## src/rtl/npu_mac_sched_if.sv

```systemverilog
// CSR, operand and write-back signals of the NPU MAC loop sequencer.
// The master modport is the sequencer; the slave modport is the CSR file / datapath side.
interface npu_mac_sched_if #(
    parameter int A_W = 32
);
    logic           start_i;
    logic           busy_o;
    logic [A_W-1:0] a0_i;
    logic [A_W-1:0] a1_i;
    logic [A_W-1:0] a2_i;
    logic [9:0]     t0_h_i;
    logic [9:0]     t0_w_i;
    logic [5:0]     t0_c_i;
    logic [4:0]     t1_h_i;
    logic [4:0]     t1_w_i;
    logic [5:0]     t1_c_i;
    logic [9:0]     t2_h_i;
    logic [9:0]     t2_w_i;
    logic [10:0]    t2_d_i;
    logic           op_valid_o;
    logic           op_ready_i;
    logic [A_W-1:0] op_addr0_o;
    logic [A_W-1:0] op_addr1_o;
    logic           op_first_o;
    logic           op_last_o;
    logic           wr_valid_o;
    logic           wr_ready_i;
    logic [A_W-1:0] wr_addr_o;
    logic           done_o;
    logic           err_o;

    modport master (
        input  start_i, a0_i, a1_i, a2_i,
        input  t0_h_i, t0_w_i, t0_c_i, t1_h_i, t1_w_i, t1_c_i, t2_h_i, t2_w_i, t2_d_i,
        input  op_ready_i, wr_ready_i,
        output busy_o, op_valid_o, op_addr0_o, op_addr1_o, op_first_o, op_last_o,
        output wr_valid_o, wr_addr_o, done_o, err_o
    );

    modport slave (
        output start_i, a0_i, a1_i, a2_i,
        output t0_h_i, t0_w_i, t0_c_i, t1_h_i, t1_w_i, t1_c_i, t2_h_i, t2_w_i, t2_d_i,
        output op_ready_i, wr_ready_i,
        input  busy_o, op_valid_o, op_addr0_o, op_addr1_o, op_first_o, op_last_o,
        input  wr_valid_o, wr_addr_o, done_o, err_o
    );
endinterface

```

## src/rtl/npu_mac_sched.sv

```systemverilog
// Loop sequencer for the NPU MAC datapath: walks output tensor and kernel window,
// emitting one operand-address beat per MAC and one write-back per output element.
module npu_mac_sched #(
    parameter int A_W = 32
) (
    input  logic            clk_i,
    input  logic            rstn_i,
    npu_mac_sched_if.master bus
);
    localparam logic [2:0] S_IDLE  = 3'd0;
    localparam logic [2:0] S_CHECK = 3'd1;
    localparam logic [2:0] S_RUN   = 3'd2;
    localparam logic [2:0] S_WB    = 3'd3;
    localparam logic [2:0] S_DONE  = 3'd4;
    localparam logic [2:0] S_ERR   = 3'd5;

    logic [2:0]     r_state;
    logic           r_err;
    logic [A_W-1:0] r_a0, r_a1, r_a2;
    logic [9:0]     r_t0h, r_t0w, r_t2h, r_t2w;
    logic [5:0]     r_t0c, r_t1c;
    logic [4:0]     r_t1h, r_t1w;
    logic [10:0]    r_t2d;

    logic [A_W-1:0] r_stride;
    logic [A_W-1:0] r_addr0, r_row0, r_win0, r_line0;
    logic [A_W-1:0] r_addr1, r_waddr;
    logic [9:0]     r_oh, r_ow;
    logic [10:0]    r_od;
    logic [4:0]     r_kh, r_kw;
    logic [5:0]     r_c;

    logic [15:0]    w_stride16;
    logic [A_W-1:0] w_stride, w_cext, w_next_win, w_next_line;
    logic           w_cfg_bad;
    logic           w_c_end, w_kw_end, w_kh_end, w_last;
    logic           w_od_end, w_ow_end, w_oh_end;
    logic           w_op_fire, w_wr_fire;

    // Byte distance between consecutive T0 rows, and between horizontally adjacent windows.
    assign w_stride16  = {6'd0, r_t0w} * {10'd0, r_t0c};
    assign w_stride    = A_W'(w_stride16);
    assign w_cext      = A_W'(r_t0c);
    assign w_next_win  = r_win0 + w_cext;
    assign w_next_line = r_line0 + r_stride;

    assign w_cfg_bad = (r_t0h == 10'd0) || (r_t0w == 10'd0) || (r_t0c == 6'd0) ||
                       (r_t1h == 5'd0)  || (r_t1w == 5'd0)  || (r_t1c == 6'd0) ||
                       (r_t2h == 10'd0) || (r_t2w == 10'd0) || (r_t2d == 11'd0) ||
                       (r_t1c != r_t0c) ||
                       (({2'b00, r_t2h} + {7'd0, r_t1h}) > ({2'b00, r_t0h} + 12'd1)) ||
                       (({2'b00, r_t2w} + {7'd0, r_t1w}) > ({2'b00, r_t0w} + 12'd1));

    assign w_c_end  = (r_c  == r_t0c - 6'd1);
    assign w_kw_end = (r_kw == r_t1w - 5'd1);
    assign w_kh_end = (r_kh == r_t1h - 5'd1);
    assign w_last   = w_c_end && w_kw_end && w_kh_end;
    assign w_od_end = (r_od == r_t2d - 11'd1);
    assign w_ow_end = (r_ow == r_t2w - 10'd1);
    assign w_oh_end = (r_oh == r_t2h - 10'd1);

    assign w_op_fire = (r_state == S_RUN) && bus.op_ready_i;
    assign w_wr_fire = (r_state == S_WB) && bus.wr_ready_i;

    assign bus.busy_o     = (r_state != S_IDLE);
    assign bus.op_valid_o = (r_state == S_RUN);
    assign bus.op_first_o = (r_state == S_RUN) && (r_kh == 5'd0) && (r_kw == 5'd0) && (r_c == 6'd0);
    assign bus.op_last_o  = (r_state == S_RUN) && w_last;
    assign bus.op_addr0_o = r_addr0;
    assign bus.op_addr1_o = r_addr1;
    assign bus.wr_valid_o = (r_state == S_WB);
    assign bus.wr_addr_o  = r_waddr;
    assign bus.done_o     = (r_state == S_DONE) || (r_state == S_ERR);
    assign bus.err_o      = r_err;

    always_ff @(posedge clk_i or negedge rstn_i) begin
        if (!rstn_i) begin
            r_state <= S_IDLE;
            r_err   <= 1'b0;
            r_a0    <= '0;
            r_a1    <= '0;
            r_a2    <= '0;
            r_t0h   <= '0;
            r_t0w   <= '0;
            r_t0c   <= '0;
            r_t1h   <= '0;
            r_t1w   <= '0;
            r_t1c   <= '0;
            r_t2h   <= '0;
            r_t2w   <= '0;
            r_t2d   <= '0;
        end else begin
            case (r_state)
                S_IDLE: begin
                    if (bus.start_i) begin
                        r_a0    <= bus.a0_i;
                        r_a1    <= bus.a1_i;
                        r_a2    <= bus.a2_i;
                        r_t0h   <= bus.t0_h_i;
                        r_t0w   <= bus.t0_w_i;
                        r_t0c   <= bus.t0_c_i;
                        r_t1h   <= bus.t1_h_i;
                        r_t1w   <= bus.t1_w_i;
                        r_t1c   <= bus.t1_c_i;
                        r_t2h   <= bus.t2_h_i;
                        r_t2w   <= bus.t2_w_i;
                        r_t2d   <= bus.t2_d_i;
                        r_err   <= 1'b0;
                        r_state <= S_CHECK;
                    end
                end
                S_CHECK: begin
                    if (w_cfg_bad) begin
                        r_err   <= 1'b1;
                        r_state <= S_ERR;
                    end else begin
                        r_state <= S_RUN;
                    end
                end
                S_RUN:   if (w_op_fire && w_last) r_state <= S_WB;
                S_WB: begin
                    if (w_wr_fire)
                        r_state <= (w_od_end && w_ow_end && w_oh_end) ? S_DONE : S_RUN;
                end
                default: r_state <= S_IDLE;
            endcase
        end
    end

    // Running pointers: within one kernel row T0 bytes are contiguous, and the whole
    // T1 walk and the T2 write-back walk are contiguous, so only row/window jumps need adds.
    always_ff @(posedge clk_i or negedge rstn_i) begin
        if (!rstn_i) begin
            r_stride <= '0;
            r_addr0  <= '0;
            r_row0   <= '0;
            r_win0   <= '0;
            r_line0  <= '0;
            r_addr1  <= '0;
            r_waddr  <= '0;
            r_oh     <= '0;
            r_ow     <= '0;
            r_od     <= '0;
            r_kh     <= '0;
            r_kw     <= '0;
            r_c      <= '0;
        end else begin
            case (r_state)
                S_CHECK: begin
                    r_stride <= w_stride;
                    r_addr0  <= r_a0;
                    r_row0   <= r_a0;
                    r_win0   <= r_a0;
                    r_line0  <= r_a0;
                    r_addr1  <= r_a1;
                    r_waddr  <= r_a2;
                    r_oh     <= '0;
                    r_ow     <= '0;
                    r_od     <= '0;
                    r_kh     <= '0;
                    r_kw     <= '0;
                    r_c      <= '0;
                end
                S_RUN: begin
                    if (w_op_fire) begin
                        r_addr1 <= r_addr1 + A_W'(1);
                        if (!w_c_end) begin
                            r_c     <= r_c + 6'd1;
                            r_addr0 <= r_addr0 + A_W'(1);
                        end else if (!w_kw_end) begin
                            r_c     <= '0;
                            r_kw    <= r_kw + 5'd1;
                            r_addr0 <= r_addr0 + A_W'(1);
                        end else if (!w_kh_end) begin
                            r_c     <= '0;
                            r_kw    <= '0;
                            r_kh    <= r_kh + 5'd1;
                            r_row0  <= r_row0 + r_stride;
                            r_addr0 <= r_row0 + r_stride;
                        end else begin
                            r_c     <= '0;
                            r_kw    <= '0;
                            r_kh    <= '0;
                        end
                    end
                end
                S_WB: begin
                    if (w_wr_fire) begin
                        r_waddr <= r_waddr + A_W'(1);
                        if (!w_od_end) begin
                            r_od    <= r_od + 11'd1;
                            r_row0  <= r_win0;
                            r_addr0 <= r_win0;
                        end else if (!w_ow_end) begin
                            r_od    <= '0;
                            r_ow    <= r_ow + 10'd1;
                            r_win0  <= w_next_win;
                            r_row0  <= w_next_win;
                            r_addr0 <= w_next_win;
                            r_addr1 <= r_a1;
                        end else if (!w_oh_end) begin
                            r_od    <= '0;
                            r_ow    <= '0;
                            r_oh    <= r_oh + 10'd1;
                            r_line0 <= w_next_line;
                            r_win0  <= w_next_line;
                            r_row0  <= w_next_line;
                            r_addr0 <= w_next_line;
                            r_addr1 <= r_a1;
                        end
                    end
                end
                default: ;
            endcase
        end
    end
endmodule
```

## src/flat_wrapper.sv

```systemverilog
// flat-port wrapper written by rule: the top's interface ports become plain ports
module npu_mac_sched_flat 
#(
    parameter int A_W = 32
)
  (clk_i, rstn_i, bus_start_i, bus_a0_i, bus_a1_i, bus_a2_i, bus_t0_h_i, bus_t0_w_i, bus_t0_c_i, bus_t1_h_i, bus_t1_w_i, bus_t1_c_i, bus_t2_h_i, bus_t2_w_i, bus_t2_d_i, bus_op_ready_i, bus_wr_ready_i, bus_busy_o, bus_op_valid_o, bus_op_addr0_o, bus_op_addr1_o, bus_op_first_o, bus_op_last_o, bus_wr_valid_o, bus_wr_addr_o, bus_done_o, bus_err_o);
  npu_mac_sched_if #(.A_W(A_W)) bus_i ();
  input  logic clk_i;
  input  logic rstn_i;
  input wire logic [$bits(bus_i.start_i)-1:0] bus_start_i;
  input wire logic [$bits(bus_i.a0_i)-1:0] bus_a0_i;
  input wire logic [$bits(bus_i.a1_i)-1:0] bus_a1_i;
  input wire logic [$bits(bus_i.a2_i)-1:0] bus_a2_i;
  input wire logic [$bits(bus_i.t0_h_i)-1:0] bus_t0_h_i;
  input wire logic [$bits(bus_i.t0_w_i)-1:0] bus_t0_w_i;
  input wire logic [$bits(bus_i.t0_c_i)-1:0] bus_t0_c_i;
  input wire logic [$bits(bus_i.t1_h_i)-1:0] bus_t1_h_i;
  input wire logic [$bits(bus_i.t1_w_i)-1:0] bus_t1_w_i;
  input wire logic [$bits(bus_i.t1_c_i)-1:0] bus_t1_c_i;
  input wire logic [$bits(bus_i.t2_h_i)-1:0] bus_t2_h_i;
  input wire logic [$bits(bus_i.t2_w_i)-1:0] bus_t2_w_i;
  input wire logic [$bits(bus_i.t2_d_i)-1:0] bus_t2_d_i;
  input wire logic [$bits(bus_i.op_ready_i)-1:0] bus_op_ready_i;
  input wire logic [$bits(bus_i.wr_ready_i)-1:0] bus_wr_ready_i;
  output wire logic [$bits(bus_i.busy_o)-1:0] bus_busy_o;
  output wire logic [$bits(bus_i.op_valid_o)-1:0] bus_op_valid_o;
  output wire logic [$bits(bus_i.op_addr0_o)-1:0] bus_op_addr0_o;
  output wire logic [$bits(bus_i.op_addr1_o)-1:0] bus_op_addr1_o;
  output wire logic [$bits(bus_i.op_first_o)-1:0] bus_op_first_o;
  output wire logic [$bits(bus_i.op_last_o)-1:0] bus_op_last_o;
  output wire logic [$bits(bus_i.wr_valid_o)-1:0] bus_wr_valid_o;
  output wire logic [$bits(bus_i.wr_addr_o)-1:0] bus_wr_addr_o;
  output wire logic [$bits(bus_i.done_o)-1:0] bus_done_o;
  output wire logic [$bits(bus_i.err_o)-1:0] bus_err_o;
  assign bus_i.start_i = bus_start_i;
  assign bus_i.a0_i = bus_a0_i;
  assign bus_i.a1_i = bus_a1_i;
  assign bus_i.a2_i = bus_a2_i;
  assign bus_i.t0_h_i = bus_t0_h_i;
  assign bus_i.t0_w_i = bus_t0_w_i;
  assign bus_i.t0_c_i = bus_t0_c_i;
  assign bus_i.t1_h_i = bus_t1_h_i;
  assign bus_i.t1_w_i = bus_t1_w_i;
  assign bus_i.t1_c_i = bus_t1_c_i;
  assign bus_i.t2_h_i = bus_t2_h_i;
  assign bus_i.t2_w_i = bus_t2_w_i;
  assign bus_i.t2_d_i = bus_t2_d_i;
  assign bus_i.op_ready_i = bus_op_ready_i;
  assign bus_i.wr_ready_i = bus_wr_ready_i;
  assign bus_busy_o = bus_i.busy_o;
  assign bus_op_valid_o = bus_i.op_valid_o;
  assign bus_op_addr0_o = bus_i.op_addr0_o;
  assign bus_op_addr1_o = bus_i.op_addr1_o;
  assign bus_op_first_o = bus_i.op_first_o;
  assign bus_op_last_o = bus_i.op_last_o;
  assign bus_wr_valid_o = bus_i.wr_valid_o;
  assign bus_wr_addr_o = bus_i.wr_addr_o;
  assign bus_done_o = bus_i.done_o;
  assign bus_err_o = bus_i.err_o;
  npu_mac_sched #(.A_W(A_W)) u_core (.clk_i(clk_i), .rstn_i(rstn_i), .bus(bus_i));
endmodule
```

## config.mk

```make
export PLATFORM = sky130hd
export DESIGN_NAME = npu_mac_sched_flat
export DESIGN_NICKNAME = d
export VERILOG_FILES = /design/src/rtl/npu_mac_sched_if.sv /design/src/rtl/npu_mac_sched.sv /design/src/flat_wrapper.sv
export SDC_FILE = /design/constraint.sdc
export NUM_CORES = 1
export LEC_CHECK = 0
export ABC_AREA = 1
export CAP_MARGIN = 5
export CELL_PAD_IN_SITES_DETAIL_PLACEMENT = 0
export CELL_PAD_IN_SITES_GLOBAL_PLACEMENT = 2
export CORE_MARGIN = 3
export CORE_UTILIZATION = 36
export DETAILED_ROUTE_END_ITERATION = 8
export PLACE_DENSITY_LB_ADDON = 0.1
export REMOVE_ABC_BUFFERS = 1
export SLEW_MARGIN = 20
export SYNTH_ARGS = -nofsm -noshare
export SYNTH_HDL_FRONTEND = slang
export SYNTH_SLANG_ARGS = --single-unit
```

## constraint.sdc

```tcl
create_clock -name clk_i -period 6.2 [get_ports clk_i]
set_clock_uncertainty 0.05 [all_clocks]
set_input_delay 1.24 -clock clk_i [delete_from_list [all_inputs] [get_ports clk_i]]
set_output_delay 1.24 -clock clk_i [all_outputs]
set_load 0.02 [all_outputs]
```

# == Yosys cells after proc, flatten, opt, wreduce, memory -nomap -nowiden ==
# Index checks and enable logic that the tools add are counted.
# word_totals
regBits,428
wordCells,196
inputBits,174
output_inout_bits,103
# classes
muxes,64
order_cmp,2
n_reduce_logical,54
eq_ne,26
mul,1
add_sub_neg,22
# ops
operator,n
32-bit two-way mux,22
32-bit one-hot mux with 3 select lines,3
32-bit one-hot mux with 2 select lines,3
"32-bit by 1-bit adder with 32-bit output, second input constant",3
10-bit two-way mux,8
32-bit by 16-bit adder with 32-bit output,2
11-bit two-way mux,4
10-bit zero test,4
10-bit one-hot mux with 2 select lines,2
5-bit two-way mux,7
32-bit by 6-bit adder with 32-bit output,1
12-bit greater-than comparator,2
"10-bit by 1-bit adder with 11-bit output, second input constant",2
10-bit by 5-bit adder with 11-bit output,2
11-bit one-hot mux with 2 select lines,1
"10-bit by 1-bit adder with 10-bit output, second input constant",2
10-bit equality test,2
5-bit zero test,4
5-bit one-hot mux with 2 select lines,2
"10-bit by 1-bit subtractor with 10-bit output, second input constant",2
6-bit zero test,3
10-bit by 6-bit multiplier with 16-bit output,1
"2-bit by 1-bit inequality test with 1-bit output, second input constant",8
3-bit two-way mux,5
other kinds (32),74

# == Depth between registers and ports, before layout ==
# logic_depth
word_depth,14
depth_mapped,22
ltp_nobuf,20

# == Least setup slack after synthesis ==
# No wires, ideal clock.
# synth_path
path_type,register to register
startpoint,register u_core.r_t0c[3]
endpoint,register u_core.r_stride[14]
t_required_ns,6.028
setup_ns,0.122
period_less_slack_ns,4.012
path_stages_with_launch,20
path_slack_ns,2.188
path_buffers,2
t_arrival_ns,3.841
path_cell_list,dfrtp_1 > clkbuf_1 > clkbuf_1 > nand2_1 > fa_1 > inv_1 > fa_1 > inv_1 > fa_1 > inv_1 > ha_1 > a21oi_1 > o21ai_0 > a21oi_1 > o21ai_0 > a21oi_1 > o21bai_1 > nor2_1 > nor2_1 > a2bb2oi_1
# synth_via
elab_chain_len,1
# synth_rtl
item,line,source
"start, declared",npu_mac_sched.sv:21,"logic [5:0] r_t0c, r_t1c;"
"start signal, assigned",npu_mac_sched.sv:101,r_t0c <= bus.t0_c_i;
10-bit by 6-bit multiplier with 16-bit output,npu_mac_sched.sv:41,"assign w_stride16 = {6'd0, r_t0w} * {10'd0, r_t0c};"
"end signal, assigned",npu_mac_sched.sv:150,r_stride <= w_stride;
"end, declared",npu_mac_sched.sv:25,logic [A_W-1:0] r_stride;
# Every way passes these cells.
# A chain may end at the register's enable or synchronous reset.

# == Worst setup path after layout ==
# layout_path
startpoint,register u_core.r_t0c[1]
endpoint,output bus_op_last_o
# layout_via
elab_chain_len,5
# layout_rtl
item,line,source
6-bit by 1-bit subtractor with 6-bit output,npu_mac_sched.sv:54,assign w_c_end = (r_c == r_t0c - 6'd1);
6-bit equality test,npu_mac_sched.sv:54,
1-bit logical AND (2 in series),npu_mac_sched.sv:57,assign w_last = w_c_end && w_kw_end && w_kh_end;
1-bit logical AND,npu_mac_sched.sv:68,assign bus.op_last_o = (r_state == S_RUN) && w_last;
"end, declared",flat_wrapper.sv:30,output wire logic [$bits(bus_i.op_last_o)-1:0] bus_op_last_o;
# Every way passes these cells.

==> metrics.md <==
| Metric | Value |
|---|---|
| Nets | `5181` |
| Slew @ Worst Pin | `1.05 ns` |
| Worst Path Max Fanout | `23` |
| Antenna viol nets, final | `0` |
| Fmax | `197 MHz` |
| Worst r2r path cells | `17` |
| Initial antenna violation count | `2` |
| Worst R2R Setup Slack | `1.79 ns` |
| Mapped Avg Cell Area | `6.75 µm²` |
| Power per cell area | `545 nW/µm²` |
| Die height | `301 µm` |
| Die Area | `90600 µm²` |
| Setup Viol. Count Final | `0` |
| Cts repair resizes | `0` |
| # DRC | `0` |
| Drt initial violations | `1969` |
| Peak supply drop | `0.230 mV` |
| Starting Density | `36.5%` |
| CP endpoint | `bus_op_last_o` |
| Clk pin slew, worst setup/hold paths | `0.06 ns` |
| Num CTS Buffers | `55` |
| Hpwl dp | `86.3 mm` |
| Placed insts | `5936` |
| Clk sink count | `428` |
| Warnings from Yosys | `0` |
| Layout cell share with drive strength beyond 1 | `4.09%` |
| Max-Cap Viols | `0` |
| Root Driver | `clkbuf_16` |
| Std cell rows | `107` |
| I/O pin total | `277` |
| # diodes | `0` |
| H-Tree Depth | `2` |
| RR Startpoint | `u_core.r_t0c[5]` |
| CP top delay family | `buffers and inverters` |
| Setup_tns | `0 ns` |
| Tot Pwr | `20200 µW` |
| P&R area growth vs syn | `18.1%` |
| GRT overflow | `0` |
| Most used DFF post-synth | `dfrtp_1` |
| Worst-Skew Late Latency | `0.64 ns` |
| Die X | `301 µm` |
| Lkg Pwr | `0.0189 µW` |
| WP depth | `11` |
| Hold Fails Final Rpt | `0` |
| CP bufs+invs | `4` |
| Drt wl/cell | `18.9 µm` |
| Sequential area share after synthesis | `34.2%` |
| CP max stage cell | `dfrtp_1` |
| Fin. max-slew vios | `0` |
| DRT Wirelength | `114 mm` |
| CTS max path bufs | `3` |
| RSZ-0062 raised after global routing | `no` |
| Crit path required time | `4.91 ns` |
| Fill count | `9275` |
| Layout Cells excl Fill | `6038` |
| Vias in the first global route | `29600` |
| IO buf count | `276` |
| Post-CTS Setup Bufs | `0` |
| Commonest non-fill, non-tap cells in the layout | `nand2_1 (1654), inv_1 (553), dfrtp_1 (428)` |
| Mapped Cells | `4641` |
| Max incr delay on CP | `0.68 ns` |
| Crit path launch type | `register` |
| Final period util | `81.8%` |
| Critical path type | `register to output port` |
| Total Routing Usage GR | `25.1%` |
| Critical path data arrival time | `3.78 ns` |
| Outcome | `finished clean` |
| Syn Std Cell Area | `31300 µm²` |
| 1st-pass router iterations | `6` |
| Worst R2R End | `u_core.r_stride[14]` |
| Commonest non-fill, non-tap cell in the layout | `nand2_1` |
| Hold Buf Count CTS | `0` |
| GPL Wtd Cong | `0.933` |
| Crit-path cells | `inv_1 -> ha_1 -> xor2_1 -> nand3_1 -> nor2_1 -> nand3_1 -> nor2_2 -> buf_4 -> nand2_1 -> inv_1 -> clkdlybuf4s50_1` |
| DR vias | `30000` |
| Worst setup startpoint | `u_core.r_t0c[1]` |
| Largest net degree at the start of global routing | `143` |
| Slew margin rel. | `29.7%` |
| Post-DR vias/cell | `4.97` |
| Async set-or-reset flop fraction in the synthesized netlist | `100%` |
| Core box area | `85700 µm²` |
| First-pass GRT wire length | `177 mm` |
| Yosys cell types | `56` |
| Min cycle time layout | `5.07 ns` |
| Hold Path Class | `register to register` |
| Post-synth EDFFs | `0` |
| FF+latch count, synth | `428` |
| Worst Setup End Kind | `output port` |
| CTS tree | `done` |
state kept, by name (all words and copies together), names as in the netlist, 6 cells and up:
| register | count |
|---|---|
| u_core.r_t0c | 6 |
| u_core.r_ow | 10 |
| u_core.r_c | 6 |
| u_core.r_stride | 16 |
| u_core.r_t2h | 10 |
| u_core.r_a1 | 32 |
| u_core.r_t0w | 10 |
| u_core.r_od | 11 |
| u_core.r_win0 | 32 |
| u_core.r_t0h | 10 |
| u_core.bus.op_addr1_o | 32 |
| u_core.bus.op_addr0_o | 32 |
| u_core.r_line0 | 32 |
| u_core.r_t2w | 10 |
| u_core.r_oh | 10 |
| u_core.bus.wr_addr_o | 32 |
| u_core.r_t2d | 11 |
| u_core.r_a0 | 32 |
| u_core.r_row0 | 32 |
| u_core.r_t1c | 6 |
| u_core.r_a2 | 32 |
cell usage after synthesis (57+ instances only):
master / count / share of area (%)
a21oi_1: 136 / 2.2
clkbuf_1: 100 / 1.2
dfrtp_1: 428 / 34
ha_1: 120 / 4.8
inv_1: 554 / 6.6
nand2_1: 1655 / 20
nand3_1: 325 / 5.2
nand4_1: 57 / 1.1
nor2_1: 368 / 4.4
nor3_1: 96 / 1.5
o21ai_0: 230 / 3.7
xor2_1: 155 / 4.3
report_power, final:
part / total [µW] / internal (µW) / switching, µW
logic: 11200 / 4070 / 7170
registers: 5570 / 4010 / 1570
clock network: 3360 / 1980 / 1390
worst min-delay path, delay by kind of cell, from the launching register on:
family / cells / cell delay (ns)
and+or+nand+nor: 2 / 0.10
DFF: 1 / 0.33
worst min path at each step:
| stage | start | to | slack [ns] | cells past startpoint |
|---|---|---|---|---|
| detailed placement | u_core.r_a2[14] | u_core.r_a2[14] | 0.41 | 2 |
| global placement | u_core.r_a2[14] | u_core.r_a2[14] | 0.41 | 2 |
| global route | u_core.r_a2[22] | u_core.r_a2[22] | 0.45 | 2 |
| finish | u_core.r_a2[18] | u_core.r_a2[18] | 0.42 | 2 |
| floorplan | u_core.r_a2[11] | u_core.r_a2[11] | 0.39 | 2 |
| CTS | u_core.r_a2[14] | u_core.r_a2[14] | 0.43 | 2 |
kinds of logic after synthesis:
| logic type | share of synthesized area, % |
|---|---|
| and+or+nand+nor | 34.9 |
| DFF | 34.2 |
| buffers and inverters | 9.11 |
| adders and majority gates | 7.22 |
| AOI/OAI and AO/OA | 8.69 |
| muxes | 0.0320 |
| xor gates and xnor gates | 5.85 |
layer usage:
layer	global-route usage, %	share of wire, %	up-vias
met3	3.36	4.6	153
met4	7.85	3.3	2
li1	-	-	15100
met1	35.1	47	14100
met2	40.3	45	637
met5	0	0.011	-
final cells by class:
class                           instances  area [µm²]  area share (%)
Sequential cell                       428       10700            29.0
Clock buffer                           76        1570            4.23
Tap cell                             1144        1430            3.87
Clock inverter                         26         295           0.798
Multi-Input combinational cell       3487       17800            48.1
Timing Repair Buffer                  304        3040            8.22
Inverter                              573        2160            5.84
stage by stage:
stage | setup slack, ns | utilization, % | hold slack, ns | instance area [µm²]
finish | 1.13 | 43.2 | 0.422 | 37000
global route | 0.834 | 43.2 | 0.447 | 37000
CTS | 1.03 | 43.2 | 0.427 | 37000
detailed placement | 1.74 | 41.0 | 0.411 | 35100
global placement | 1.78 | 41.0 | 0.410 | 35100
floorplan | -1.95 | - | 0.394 | 30600
Note: power is estimated with default switching activity, not from simulation.
